<file path="config.mk">
export PLATFORM = sky130hd
export DESIGN_NAME = axil_arbiter_2to1_flat
export DESIGN_NICKNAME = d
export VERILOG_FILES = /design/src/rtl/axil_pkg.sv /design/src/rtl/axil_if.sv /design/src/rtl/axil_rr_arb2.sv /design/src/rtl/axil_arbiter_2to1.sv /design/src/flat_wrapper.sv
export SDC_FILE = /design/constraint.sdc
export NUM_CORES = 1
export LEC_CHECK = 0
export BUFFER_PORTS_ARGS = -buffer_cell sky130_fd_sc_hd__buf_4
export CORE_AREA = 2 2 173 175
export DETAILED_ROUTE_END_ITERATION = 16
export DIE_AREA = 0 0 175 177
export SKIP_CTS_REPAIR_TIMING = 1
export SLEW_MARGIN = 25
export SYNTH_ARGS = -nofsm -noshare
export SYNTH_HDL_FRONTEND = slang
export SYNTH_SLANG_ARGS = --single-unit
</file>
<file path="constraint.sdc">
create_clock -name clk -period 6 [get_ports clk]
set_input_delay 0.6 -clock clk [delete_from_list [all_inputs] [get_ports clk]]
set_output_delay 0.6 -clock clk [all_outputs]
set_load 0.005 [all_outputs]
</file>
<file path="src/rtl/axil_pkg.sv">
// Shared types and response codes for the two-master AXI-Lite arbiter.
package axil_pkg;

   localparam logic [1:0] RESP_OKAY   = 2'b00;
   localparam logic [1:0] RESP_SLVERR = 2'b10;

   typedef enum logic [2:0] {
      IDLE,
      WR_REQ,
      RD_REQ,
      WR_RESP,
      RD_RESP,
      ERR_RESP,
      DRAIN
   } arb_state_t;

   typedef enum logic {
      OP_WR,
      OP_RD
   } op_t;

endpackage

</file>
<file path="src/rtl/axil_if.sv">
// AXI-Lite bus bundle; master modport drives requests, slave modport drives responses.
interface axil_if #(
   parameter int unsigned ADDR_W = 32,
   parameter int unsigned DATA_W = 32
);
   logic [ADDR_W-1:0]   awaddr;
   logic                awvalid;
   logic                awready;
   logic [DATA_W-1:0]   wdata;
   logic [DATA_W/8-1:0] wstrb;
   logic                wvalid;
   logic                wready;
   logic [1:0]          bresp;
   logic                bvalid;
   logic                bready;
   logic [ADDR_W-1:0]   araddr;
   logic                arvalid;
   logic                arready;
   logic [DATA_W-1:0]   rdata;
   logic [1:0]          rresp;
   logic                rvalid;
   logic                rready;

   modport master (
      output awaddr, awvalid, wdata, wstrb, wvalid, bready, araddr, arvalid, rready,
      input  awready, wready, bresp, bvalid, arready, rdata, rresp, rvalid
   );

   modport slave (
      input  awaddr, awvalid, wdata, wstrb, wvalid, bready, araddr, arvalid, rready,
      output awready, wready, bresp, bvalid, arready, rdata, rresp, rvalid
   );
endinterface

</file>
<file path="src/rtl/axil_rr_arb2.sv">
// Two-requester round-robin grant; rr_last remembers the previous winner.
module axil_rr_arb2 (
   input  logic       clk,
   input  logic       rst,
   input  logic [1:0] req,
   input  logic       update_en,
   output logic       gnt,
   output logic       gnt_valid
);
   logic rr_last_q, rr_last_d;

   always_comb begin
      gnt_valid = |req;
      gnt       = (&req) ? ~rr_last_q : req[1];
      rr_last_d = rr_last_q;
      if (update_en && gnt_valid) begin
         rr_last_d = gnt;
      end
   end

   // Reset to 1 so master 0 wins the first contested grant.
   always_ff @(posedge clk) begin
      if (rst) begin
         rr_last_q <= 1'b1;
      end else begin
         rr_last_q <= rr_last_d;
      end
   end
endmodule

</file>
<file path="src/rtl/axil_arbiter_2to1.sv">
// Shares one downstream AXI-Lite slave between two masters, one transaction at a time,
// with a response-phase watchdog that answers SLVERR upstream when the slave stalls.
module axil_arbiter_2to1
   import axil_pkg::*;
#(
   parameter int unsigned ADDR_W         = 32,
   parameter int unsigned DATA_W         = 32,
   parameter int unsigned TIMEOUT_CYCLES = 1024
) (
   input  logic   clk,
   input  logic   rst,
   axil_if.slave  s0,
   axil_if.slave  s1,
   axil_if.master m,
   output logic   timeout_evt,
   output logic   busy
);
   localparam int unsigned STRB_W = DATA_W / 8;
   localparam int unsigned CNT_W  = (TIMEOUT_CYCLES > 1) ? $clog2(TIMEOUT_CYCLES) : 1;
   localparam logic [CNT_W-1:0] CNT_LAST = CNT_W'(TIMEOUT_CYCLES - 1);

   arb_state_t        state_q, state_d;
   op_t               op_q, op_d;
   logic              gnt_q, gnt_d;
   logic [ADDR_W-1:0] addr_q, addr_d;
   logic [DATA_W-1:0] wdata_q, wdata_d;
   logic [STRB_W-1:0] wstrb_q, wstrb_d;
   logic              awv_q, awv_d, wv_q, wv_d, arv_q, arv_d;
   logic [CNT_W-1:0]  cnt_q, cnt_d;
   logic              drain_done_q, drain_done_d;
   logic              timeout_evt_q, timeout_evt_d;

   logic [1:0] wreq, rreq;
   logic       arb_gnt, arb_valid;
   logic       sel_bready, sel_rready, m_bready, m_rready, resp_hs;

   assign wreq = {s1.awvalid & s1.wvalid, s0.awvalid & s0.wvalid};
   assign rreq = {s1.arvalid, s0.arvalid};

   axil_rr_arb2 u_rr (
      .clk       (clk),
      .rst       (rst),
      .req       (wreq | rreq),
      .update_en (state_q == IDLE),
      .gnt       (arb_gnt),
      .gnt_valid (arb_valid)
   );

   always_comb begin
      sel_bready = gnt_q ? s1.bready : s0.bready;
      sel_rready = gnt_q ? s1.rready : s0.rready;
      // After a timeout the late downstream response is swallowed here.
      m_bready   = ((state_q == WR_RESP) && sel_bready) ||
                   (((state_q == ERR_RESP) || (state_q == DRAIN)) && (op_q == OP_WR));
      m_rready   = ((state_q == RD_RESP) && sel_rready) ||
                   (((state_q == ERR_RESP) || (state_q == DRAIN)) && (op_q == OP_RD));
      resp_hs    = (op_q == OP_WR) ? (m.bvalid & m_bready) : (m.rvalid & m_rready);
   end

   always_comb begin
      state_d       = state_q;
      op_d          = op_q;
      gnt_d         = gnt_q;
      addr_d        = addr_q;
      wdata_d       = wdata_q;
      wstrb_d       = wstrb_q;
      awv_d         = awv_q;
      wv_d          = wv_q;
      arv_d         = arv_q;
      cnt_d         = cnt_q;
      drain_done_d  = drain_done_q;
      timeout_evt_d = 1'b0;
      unique case (state_q)
         IDLE: begin
            if (arb_valid) begin
               gnt_d = arb_gnt;
               if (wreq[arb_gnt]) begin
                  op_d    = OP_WR;
                  addr_d  = arb_gnt ? s1.awaddr : s0.awaddr;
                  wdata_d = arb_gnt ? s1.wdata : s0.wdata;
                  wstrb_d = arb_gnt ? s1.wstrb : s0.wstrb;
                  awv_d   = 1'b1;
                  wv_d    = 1'b1;
                  state_d = WR_REQ;
               end else begin
                  op_d    = OP_RD;
                  addr_d  = arb_gnt ? s1.araddr : s0.araddr;
                  arv_d   = 1'b1;
                  state_d = RD_REQ;
               end
            end
         end
         WR_REQ: begin
            awv_d = awv_q & ~m.awready;
            wv_d  = wv_q & ~m.wready;
            if (!awv_d && !wv_d) begin
               cnt_d   = '0;
               state_d = WR_RESP;
            end
         end
         RD_REQ: begin
            arv_d = arv_q & ~m.arready;
            if (!arv_d) begin
               cnt_d   = '0;
               state_d = RD_RESP;
            end
         end
         WR_RESP, RD_RESP: begin
            if (resp_hs) begin
               state_d = IDLE;
            end else if ((TIMEOUT_CYCLES != 0) && (cnt_q == CNT_LAST)) begin
               state_d       = ERR_RESP;
               timeout_evt_d = 1'b1;
               drain_done_d  = 1'b0;
            end else begin
               cnt_d = cnt_q + 1'b1;
            end
         end
         ERR_RESP: begin
            if (resp_hs) begin
               drain_done_d = 1'b1;
            end
            if ((op_q == OP_WR) ? sel_bready : sel_rready) begin
               state_d = (drain_done_q || resp_hs) ? IDLE : DRAIN;
            end
         end
         DRAIN: begin
            if (resp_hs) begin
               state_d = IDLE;
            end
         end
         default: state_d = IDLE;
      endcase
   end

   always_ff @(posedge clk) begin
      if (rst) begin
         state_q       <= IDLE;
         op_q          <= OP_WR;
         gnt_q         <= 1'b0;
         addr_q        <= '0;
         wdata_q       <= '0;
         wstrb_q       <= '0;
         awv_q         <= 1'b0;
         wv_q          <= 1'b0;
         arv_q         <= 1'b0;
         cnt_q         <= '0;
         drain_done_q  <= 1'b0;
         timeout_evt_q <= 1'b0;
      end else begin
         state_q       <= state_d;
         op_q          <= op_d;
         gnt_q         <= gnt_d;
         addr_q        <= addr_d;
         wdata_q       <= wdata_d;
         wstrb_q       <= wstrb_d;
         awv_q         <= awv_d;
         wv_q          <= wv_d;
         arv_q         <= arv_d;
         cnt_q         <= cnt_d;
         drain_done_q  <= drain_done_d;
         timeout_evt_q <= timeout_evt_d;
      end
   end

   logic              up_awready, up_wready, up_arready, up_bvalid, up_rvalid;
   logic [1:0]        up_bresp, up_rresp;
   logic [DATA_W-1:0] up_rdata;

   always_comb begin
      up_awready = (state_q == WR_REQ) & awv_q & m.awready;
      up_wready  = (state_q == WR_REQ) & wv_q & m.wready;
      up_arready = (state_q == RD_REQ) & arv_q & m.arready;
      up_bvalid  = 1'b0;
      up_bresp   = RESP_OKAY;
      up_rvalid  = 1'b0;
      up_rresp   = RESP_OKAY;
      up_rdata   = '0;
      if (state_q == WR_RESP && m.bvalid) begin
         up_bvalid = 1'b1;
         up_bresp  = m.bresp;
      end
      if (state_q == RD_RESP && m.rvalid) begin
         up_rvalid = 1'b1;
         up_rresp  = m.rresp;
         up_rdata  = m.rdata;
      end
      if (state_q == ERR_RESP) begin
         up_bvalid = (op_q == OP_WR);
         up_bresp  = (op_q == OP_WR) ? RESP_SLVERR : RESP_OKAY;
         up_rvalid = (op_q == OP_RD);
         up_rresp  = (op_q == OP_RD) ? RESP_SLVERR : RESP_OKAY;
      end
   end

   always_comb begin
      s0.awready = up_awready & ~gnt_q;
      s0.wready  = up_wready & ~gnt_q;
      s0.arready = up_arready & ~gnt_q;
      s0.bvalid  = up_bvalid & ~gnt_q;
      s0.bresp   = gnt_q ? RESP_OKAY : up_bresp;
      s0.rvalid  = up_rvalid & ~gnt_q;
      s0.rresp   = gnt_q ? RESP_OKAY : up_rresp;
      s0.rdata   = gnt_q ? '0 : up_rdata;
      s1.awready = up_awready & gnt_q;
      s1.wready  = up_wready & gnt_q;
      s1.arready = up_arready & gnt_q;
      s1.bvalid  = up_bvalid & gnt_q;
      s1.bresp   = gnt_q ? up_bresp : RESP_OKAY;
      s1.rvalid  = up_rvalid & gnt_q;
      s1.rresp   = gnt_q ? up_rresp : RESP_OKAY;
      s1.rdata   = gnt_q ? up_rdata : '0;
      m.awaddr   = addr_q;
      m.awvalid  = awv_q;
      m.wdata    = wdata_q;
      m.wstrb    = wstrb_q;
      m.wvalid   = wv_q;
      m.bready   = m_bready;
      m.araddr   = addr_q;
      m.arvalid  = arv_q;
      m.rready   = m_rready;
   end

   assign timeout_evt = timeout_evt_q;
   assign busy        = (state_q != IDLE);
endmodule

</file>
<file path="src/flat_wrapper.sv">
// flat-port wrapper written by rule: the top's interface ports become plain ports
module axil_arbiter_2to1_flat import axil_pkg::*;
#(
   parameter int unsigned ADDR_W         = 32,
   parameter int unsigned DATA_W         = 32,
   parameter int unsigned TIMEOUT_CYCLES = 1024
)
  (clk, rst, timeout_evt, busy, s0_awaddr, s0_awvalid, s0_wdata, s0_wstrb, s0_wvalid, s0_bready, s0_araddr, s0_arvalid, s0_rready, s0_awready, s0_wready, s0_bresp, s0_bvalid, s0_arready, s0_rdata, s0_rresp, s0_rvalid, s1_awaddr, s1_awvalid, s1_wdata, s1_wstrb, s1_wvalid, s1_bready, s1_araddr, s1_arvalid, s1_rready, s1_awready, s1_wready, s1_bresp, s1_bvalid, s1_arready, s1_rdata, s1_rresp, s1_rvalid, m_awaddr, m_awvalid, m_wdata, m_wstrb, m_wvalid, m_bready, m_araddr, m_arvalid, m_rready, m_awready, m_wready, m_bresp, m_bvalid, m_arready, m_rdata, m_rresp, m_rvalid);
  axil_if #(.ADDR_W(ADDR_W), .DATA_W(DATA_W)) s0_i ();
  axil_if #(.ADDR_W(ADDR_W), .DATA_W(DATA_W)) s1_i ();
  axil_if #(.ADDR_W(ADDR_W), .DATA_W(DATA_W)) m_i ();
  input  logic clk;
  input  logic rst;
  output logic timeout_evt;
  output logic busy;
  input wire logic [$bits(s0_i.awaddr)-1:0] s0_awaddr;
  input wire logic [$bits(s0_i.awvalid)-1:0] s0_awvalid;
  input wire logic [$bits(s0_i.wdata)-1:0] s0_wdata;
  input wire logic [$bits(s0_i.wstrb)-1:0] s0_wstrb;
  input wire logic [$bits(s0_i.wvalid)-1:0] s0_wvalid;
  input wire logic [$bits(s0_i.bready)-1:0] s0_bready;
  input wire logic [$bits(s0_i.araddr)-1:0] s0_araddr;
  input wire logic [$bits(s0_i.arvalid)-1:0] s0_arvalid;
  input wire logic [$bits(s0_i.rready)-1:0] s0_rready;
  output wire logic [$bits(s0_i.awready)-1:0] s0_awready;
  output wire logic [$bits(s0_i.wready)-1:0] s0_wready;
  output wire logic [$bits(s0_i.bresp)-1:0] s0_bresp;
  output wire logic [$bits(s0_i.bvalid)-1:0] s0_bvalid;
  output wire logic [$bits(s0_i.arready)-1:0] s0_arready;
  output wire logic [$bits(s0_i.rdata)-1:0] s0_rdata;
  output wire logic [$bits(s0_i.rresp)-1:0] s0_rresp;
  output wire logic [$bits(s0_i.rvalid)-1:0] s0_rvalid;
  input wire logic [$bits(s1_i.awaddr)-1:0] s1_awaddr;
  input wire logic [$bits(s1_i.awvalid)-1:0] s1_awvalid;
  input wire logic [$bits(s1_i.wdata)-1:0] s1_wdata;
  input wire logic [$bits(s1_i.wstrb)-1:0] s1_wstrb;
  input wire logic [$bits(s1_i.wvalid)-1:0] s1_wvalid;
  input wire logic [$bits(s1_i.bready)-1:0] s1_bready;
  input wire logic [$bits(s1_i.araddr)-1:0] s1_araddr;
  input wire logic [$bits(s1_i.arvalid)-1:0] s1_arvalid;
  input wire logic [$bits(s1_i.rready)-1:0] s1_rready;
  output wire logic [$bits(s1_i.awready)-1:0] s1_awready;
  output wire logic [$bits(s1_i.wready)-1:0] s1_wready;
  output wire logic [$bits(s1_i.bresp)-1:0] s1_bresp;
  output wire logic [$bits(s1_i.bvalid)-1:0] s1_bvalid;
  output wire logic [$bits(s1_i.arready)-1:0] s1_arready;
  output wire logic [$bits(s1_i.rdata)-1:0] s1_rdata;
  output wire logic [$bits(s1_i.rresp)-1:0] s1_rresp;
  output wire logic [$bits(s1_i.rvalid)-1:0] s1_rvalid;
  output wire logic [$bits(m_i.awaddr)-1:0] m_awaddr;
  output wire logic [$bits(m_i.awvalid)-1:0] m_awvalid;
  output wire logic [$bits(m_i.wdata)-1:0] m_wdata;
  output wire logic [$bits(m_i.wstrb)-1:0] m_wstrb;
  output wire logic [$bits(m_i.wvalid)-1:0] m_wvalid;
  output wire logic [$bits(m_i.bready)-1:0] m_bready;
  output wire logic [$bits(m_i.araddr)-1:0] m_araddr;
  output wire logic [$bits(m_i.arvalid)-1:0] m_arvalid;
  output wire logic [$bits(m_i.rready)-1:0] m_rready;
  input wire logic [$bits(m_i.awready)-1:0] m_awready;
  input wire logic [$bits(m_i.wready)-1:0] m_wready;
  input wire logic [$bits(m_i.bresp)-1:0] m_bresp;
  input wire logic [$bits(m_i.bvalid)-1:0] m_bvalid;
  input wire logic [$bits(m_i.arready)-1:0] m_arready;
  input wire logic [$bits(m_i.rdata)-1:0] m_rdata;
  input wire logic [$bits(m_i.rresp)-1:0] m_rresp;
  input wire logic [$bits(m_i.rvalid)-1:0] m_rvalid;
  assign s0_i.awaddr = s0_awaddr;
  assign s0_i.awvalid = s0_awvalid;
  assign s0_i.wdata = s0_wdata;
  assign s0_i.wstrb = s0_wstrb;
  assign s0_i.wvalid = s0_wvalid;
  assign s0_i.bready = s0_bready;
  assign s0_i.araddr = s0_araddr;
  assign s0_i.arvalid = s0_arvalid;
  assign s0_i.rready = s0_rready;
  assign s0_awready = s0_i.awready;
  assign s0_wready = s0_i.wready;
  assign s0_bresp = s0_i.bresp;
  assign s0_bvalid = s0_i.bvalid;
  assign s0_arready = s0_i.arready;
  assign s0_rdata = s0_i.rdata;
  assign s0_rresp = s0_i.rresp;
  assign s0_rvalid = s0_i.rvalid;
  assign s1_i.awaddr = s1_awaddr;
  assign s1_i.awvalid = s1_awvalid;
  assign s1_i.wdata = s1_wdata;
  assign s1_i.wstrb = s1_wstrb;
  assign s1_i.wvalid = s1_wvalid;
  assign s1_i.bready = s1_bready;
  assign s1_i.araddr = s1_araddr;
  assign s1_i.arvalid = s1_arvalid;
  assign s1_i.rready = s1_rready;
  assign s1_awready = s1_i.awready;
  assign s1_wready = s1_i.wready;
  assign s1_bresp = s1_i.bresp;
  assign s1_bvalid = s1_i.bvalid;
  assign s1_arready = s1_i.arready;
  assign s1_rdata = s1_i.rdata;
  assign s1_rresp = s1_i.rresp;
  assign s1_rvalid = s1_i.rvalid;
  assign m_awaddr = m_i.awaddr;
  assign m_awvalid = m_i.awvalid;
  assign m_wdata = m_i.wdata;
  assign m_wstrb = m_i.wstrb;
  assign m_wvalid = m_i.wvalid;
  assign m_bready = m_i.bready;
  assign m_araddr = m_i.araddr;
  assign m_arvalid = m_i.arvalid;
  assign m_rready = m_i.rready;
  assign m_i.awready = m_awready;
  assign m_i.wready = m_wready;
  assign m_i.bresp = m_bresp;
  assign m_i.bvalid = m_bvalid;
  assign m_i.arready = m_arready;
  assign m_i.rdata = m_rdata;
  assign m_i.rresp = m_rresp;
  assign m_i.rvalid = m_rvalid;
  axil_arbiter_2to1 #(.ADDR_W(ADDR_W), .DATA_W(DATA_W), .TIMEOUT_CYCLES(TIMEOUT_CYCLES)) u_core (.clk(clk), .rst(rst), .s0(s0_i), .s1(s1_i), .m(m_i), .timeout_evt(timeout_evt), .busy(busy));
endmodule
</file>
==> results.cfg, run 1 <==
[run_status]
run_status = finished clean

[pwr]
irDropWorstVdd_mv = 0.144
power.clock.fraction_pct = 18.4
power_frac_seq_pct = 32.5
power.net_switching_mw = 1.16
swShare_pct = 38.0
design_power_total_mw = 3.05
power_frac_comb_pct = 49.1
intPower_mw = 1.89
power_density_mw_per_mm2 = 325
leakage_power_nw = 4.39

[critical_path]
count_of_cell_instances_traversed_by_the_critical_path = 5
crit_arrival_ns = 2.28
r2r_cells = 7
critPathMaxFanout = 19
cp_cell_sequence = inv_1, nor3_1, nand3_1, nor2_1, buf_4
critical_path_required_ns = 5.40
timing.critical_path.from = u_core.state_q[0]
path_buf_inv = 2
critical_path_class = reg -> out
timing.critical_path.max_delay_family = simple AND/OR/NAND/NOR gates
rr_endpoint = u_core.m.wdata[10]
timing.critical_path.slowest_cell_delay_ns = 0.73
critPathLaunchType = register
cpMaxStageDelayCell = dfxtp_1
reg2reg_from = u_core.state_q[2]
setup.worst_path.end_class = output pin
r2r_setup_slack_ns = 3.20

[final_layout]
ff_latch_area_mm2 = 0.00178
antenna-diode-count = 0
num-fill-cells = 3142
drive_gt1_share_pct = 42.5
num-nets-final = 1382
multiInputGateArea_mm2 = 0.00339
area.growth.synth_to_final_pct = 65.5

[placement]
portBuffers = 441
final_wtd_congestion = 0.818
detailed_place_hpwl_mm = 18.5

[clock_network]
tritoncts = built
cts_max_level = 3
number_of_sinks_on_the_clock_net = 89
clkLatencyLatePin_ns = 0.34
ctsLongestPathBuffers = 2
register_clock_pin_slew_on_the_reported_worst_setup_and_hold_paths_ns = 0.06
clock_tree.root_cell = clkbuf_16
cts_made_buffers = 9

[global_route]
global_route_wire_length_before_repair_mm = 34.1
largest_net_degree_at_the_start_of_global_routing = 67
grt_pass1_vias = 6336
groute.usage.overall_pct = 14.0
grt_overflow_total = 0
antenna_found_initial = 0

[floorplan]
fp.dieW_um = 175
die_area_mm2 = 0.0310
top_level_ports = 442
design.core.area_mm2 = 0.0292
fp-row-count = 63
start_util_pct = 19.4
die_height_um = 177

[drt]
dr_pass1_iterations = 4
initialDrtViolationCount = 255
via_count = 6716
routed_wire_length_per_instance_um = 15.4
detail_route.vias_per_cell = 4.41
drcViolationCount = 0
final_antenna_net_count = 0
routed_wirelength_mm = 23.5

[yosys]
synth_flop_cell = dfxtp_1
post_synth_instance_area_mm2 = 0.00567
synth_async_sr_flop_share_pct = 0
ys.warnings.count = 0
syn-mean-instance-area_um2 = 7.49
synth.yosys.seq_area_share_pct = 31.4
postSynthCellCount = 758
syn-num-nets = 1012
yosys.cell_types.count = 48
synth_seq_cells = 89
number_of_flops_mapped_to_enable_cells_by_yosys = 0

[sta]
fmaxAchievable_mhz = 348
fin_crit_ns = 2.88
setup_repair_after_global_routing_missed_its_margin = no
setup_viol = 0
worst-slew-pin-transition_ns = 0.873
worst_clock_skew_ns = 0.00505
holdWs_ns = 0.484
timing_hold_violations_final = 0
timing.max_slew.rel_slack_pct = 41.6
timing_max_transition_violations_final = 0
timing.setup.tns_ns = 0
post_route_clock_period_utilization_pct = 47.9

[min_path]
hold-path-cell-count = 2
min_path_type = reg -> reg
holdPathEnd = u_core.cnt_q[6]
min-delay-start = u_core.cnt_q[6]

[run]
maxCapViolations = 0
## power groups by stage
stage / Clock, mW / Combinational, mW / Sequential (mW)
floorplan: 0 / 0.893 / 0.923
global placement: 0 / 1.49 / 1.00
detailed placement: 0 / 1.51 / 1.00
CTS: 0.590 / 1.51 / 0.993
global route: 0.615 / 1.65 / 1.02
finish: 0.561 / 1.50 / 0.992
## cell usage in the layout (no fill, tap or decap), drive strengths merged, types with 3 or more instances in the layout
cell / count
or4: 3
o31ai: 7
dfxtp: 89
a22oi: 3
a31o: 3
and3: 3
o2111ai: 3
nand2: 147
a211oi: 36
inv: 11
a21oi: 29
a32o: 32
nand3: 43
nand4: 4
nand2b: 4
nor2b: 3
and2: 69
a21o: 3
o21ai: 9
mux2i: 37
nor3: 8
nor2: 67
clkbuf: 12
nand3b: 32
buf: 451
## Yosys cell counts, types with 7 or more instances
| library cell | count | area share [%] |
|---|---|---|
| buf_1 | 11 | 0.73 |
| inv_1 | 11 | 0.73 |
| a21oi_1 | 28 | 2.5 |
| buf_4 | 33 | 4.4 |
| o21ai_0 | 8 | 0.71 |
| buf_2 | 12 | 1.1 |
| nor3_1 | 8 | 0.71 |
| nand2_1 | 147 | 9.7 |
| o31ai_1 | 7 | 0.93 |
| dfxtp_1 | 89 | 31 |
| mux2i_1 | 37 | 6.5 |
| clkbuf_1 | 36 | 2.4 |
| nand3b_1 | 32 | 4.2 |
| a211oi_1 | 36 | 4.8 |
| and2_1 | 69 | 7.6 |
| nor2_1 | 67 | 4.4 |
| a32o_1 | 32 | 5.6 |
| nand3_1 | 43 | 3.8 |
## sequential cells by signal, summed over array words and instances, names as in the netlist
register	cells
u_core.timeout_evt	1
u_core.u_rr.rr_last_q	1
u_core.m.wstrb	4
u_core.m.araddr	32
u_core.op_q	1
u_core.m.wvalid	1
u_core.gnt_q	1
u_core.cnt_q	10
u_core.drain_done_q	1
u_core.state_q	3
u_core.m.wdata	32
u_core.m.awvalid	1
u_core.m.arvalid	1
## metrics by stage
stage / setup slack, ns / area [um2] / utilization, % / instances
final: 3.12 / 9390 / 32.1 / 1522
after global routing: 2.89 / 9390 / 32.1 / 1522
after CTS: 3.14 / 9360 / 32.0 / 1521
after detailed placement: 2.85 / 9080 / 31.1 / 1506
after global placement: 2.89 / 9080 / 31.1 / 1506
after floorplan: 3.93 / 5670 / - / 758
## layout make-up
cell class	count	share of cell area [%]
timing repair buffer	451	36.3
multi-input combinational	566	36.1
sequential	89	19.0
tap	390	5.20
clock buffer	12	2.52
clock inverter	3	0.453
inverter	11	0.440
## cell families after synthesis
kind of cell / after synthesis / synth area share, %
buffers and inverters: 103 / 9.26
flip-flops: 89 / 31.4
multiplexers: 41 / 7.72
adder cells (fa/ha/maj): 1 / 0.220
XOR/XNOR: 1 / 0.154
AND/OR/NAND/NOR: 390 / 33.5
AO/OA/AOI/OAI: 133 / 17.8
## per-layer routing
layer	GRT usage, %	wire, um	vias to the layer above
met2	25.9	12200	304
met3	4.02	1980	19
met1	15.3	8850	3039
met4	4.72	412	0
met5	0	0	-
li1	-	-	3354
## worst min-delay path, delay by kind of cell (launching register included)
family / cells / cell delay [ns]
AO/OA/AOI/OAI: 2 / 0.12
flip-flops: 1 / 0.32
## how the worst max path moves through the flow
| stage | to | slack, ns |
|---|---|---|
| after floorplan | s0_rdata[10] | 3.93 |
| after global placement | u_core.m.araddr[28] | 2.89 |
| after detailed placement | u_core.m.araddr[19] | 2.85 |
| after CTS | u_core.m.wdata[10] | 3.14 |
| after global routing | u_core.m.wdata[22] | 2.89 |
| final | s1_wready | 3.12 |
Note: power is estimated with default switching activity, not from simulation.
==> run 2: changes to the inputs <==
Settings changed: CORE_AREA 2 2 173 175 to 2 2 170 172, DIE_AREA 0 0 175 177 to 0 0 172 174.
Clock period 6 ns to 2.5 ns, I/O delays scaled along.
==> run 2 against run 1 <==
Cell count up 0.53%. Via count is 2.2% higher. Largest power group unchanged. Total power grew 140%. Die area fell by 3.4%. Global-route usage grew 1.2 points. Clock skew is 0.0087 ns higher. Core utilization grew 1.6 points. Wire length increased by 3.8%. Final area rose by 1.3%. Sequential power up 140%. Clock power up 140%. Non-clock buffer count up 13.
==> results.cfg, run 2 (synthesis results as in run 1) <==
[global_route]
global_route_wire_length_before_repair_mm = 35.4
antenna_found_initial = 0
groute.usage.overall_pct = 15.2
largest_net_degree_at_the_start_of_global_routing = 76
grt_overflow_total = 0
grt_pass1_vias = 6463

[sta]
worst-slew-pin-transition_ns = 0.615
fmaxAchievable_mhz = 446
worst_clock_skew_ns = 0.0137
timing.max_slew.rel_slack_pct = 59.0
fin_crit_ns = 2.24
post_route_clock_period_utilization_pct = 89.7
timing_hold_violations_final = 0
timing_max_transition_violations_final = 0
setup_repair_after_global_routing_missed_its_margin = no
timing.setup.tns_ns = 0
setup_viol = 0

[final_layout]
multiInputGateArea_mm2 = 0.00340
antenna-diode-count = 0
num-fill-cells = 3056
leading_cell_type_in_the_layout_fill_and_taps_excluded = buf_4
area.growth.synth_to_final_pct = 67.6
num-nets-final = 1395
ff_latch_area_mm2 = 0.00178
drive_gt1_share_pct = 43.6
most_frequent_cells_in_the_layout = 461 x buf_4, 146 x nand2_1, 88 x dfxtp_1

[drt]
dr_pass1_iterations = 7
initialDrtViolationCount = 444
detail_route.vias_per_cell = 4.49
routed_wirelength_mm = 24.3
routed_wire_length_per_instance_um = 15.9
via_count = 6866
final_antenna_net_count = 0
drcViolationCount = 0

[clock_network]
register_clock_pin_slew_on_the_reported_worst_setup_and_hold_paths_ns = 0.08
cts_made_buffers = 9
cts_max_level = 3
clock_tree.root_cell = clkbuf_16
number_of_sinks_on_the_clock_net = 89
tritoncts = built
ctsLongestPathBuffers = 2
clkLatencyLatePin_ns = 0.35

[critical_path]
timing.critical_path.max_delay_family = buffers and inverters
critPathLaunchType = register
cp_cell_sequence = buf_4, inv_1, nand3_1, nor2_1, buf_4, and2_1, buf_4
setup.worst_path.end_class = output pin
path_buf_inv = 4
crit_path_most_repeated_cell = buf_4
critPathMaxFanout = 33
crit_arrival_ns = 1.99
cpMaxStageDelayCell = dfxtp_1
critical_path_class = reg -> out
timing.critical_path.slowest_cell_delay_ns = 0.34
critical_path_required_ns = 2.25

[pwr]
design_power_total_mw = 7.47
power_density_mw_per_mm2 = 786
leakage_power_nw = 4.46
irDropWorstVdd_mv = 0.307

[min_path]
min_path_type = in -> reg

[placement]
detailed_place_hpwl_mm = 19.3
final_wtd_congestion = 0.867
portBuffers = 441

[floorplan]
design.core.area_mm2 = 0.0282
die_height_um = 174
fp.dieW_um = 172
fp-row-count = 62
top_level_ports = 442
die_area_mm2 = 0.0299
start_util_pct = 20.1

[run]
maxCapViolations = 0

[run_status]
run_status = finished clean
run 2: cell count changes in the layout (fill, tap and decap cells not counted), sizes merged:
cell	delta
buf	+13
bufinv	-1
clkinvlp	+1
inv	+4
clkbuf	-3
run 2: worst paths after layout:
check	start	depth (start not counted)	to	slack, ns
min reg2reg	u_core.cnt_q[6]	2	u_core.cnt_q[6]	0.48
max reg2reg	u_core.state_q[1]	6	u_core.cnt_q[4]	0.36
max	u_core.gnt_q	7	s0_rdata[3]	0.26
min	s0_wdata[13]	3	u_core.m.wdata[13]	0.24
run 2: area by class of cell:
cell class	instances	share of cell area, %
Timing Repair Buffer	464	37.0
Multi-Input combinational cell	566	35.7
Sequential cell	89	18.8
Tap cell	384	5.05
Clock buffer	9	2.37
Clock inverter	7	0.618
Inverter	11	0.434
run 2: metrics by stage:
stage | area, um2 | instances | setup slack (ns) | utilization [%] | hold WS [ns]
after floorplan | 5670 | 758 | 0.606 | - | 0.439
after global placement | 9220 | 1514 | 0.456 | 32.6 | 0.478
after detailed placement | 9220 | 1514 | 0.387 | 32.6 | 0.476
after CTS | 9500 | 1530 | 0.0151 | 33.7 | 0.215
after global routing | 9510 | 1530 | 0.0703 | 33.7 | 0.228
final | 9510 | 1530 | 0.257 | 33.7 | 0.236
run 2: where the power goes:
group	switching, mW	internal [mW]	total, mW
sequential	0.454	1.88	2.34
combinational	1.81	1.98	3.78
clock	0.659	0.692	1.35
total	2.92	4.55	7.47
run 2: layer usage:
layer  share of wire [%]  up-vias  global-route usage [%]
li1                    -     3386                       -
met1                  38     3105                    17.2
met2                  51      350                    28.1
met3                 8.7       25                    3.94
met4                 1.8        0                    3.71
met5                   0        -                       0
run 2: worst min-delay path: stages:
cell and delay, ns:
buf_4 0.10, mux2i_1 0.11, a211oi_1 0.08
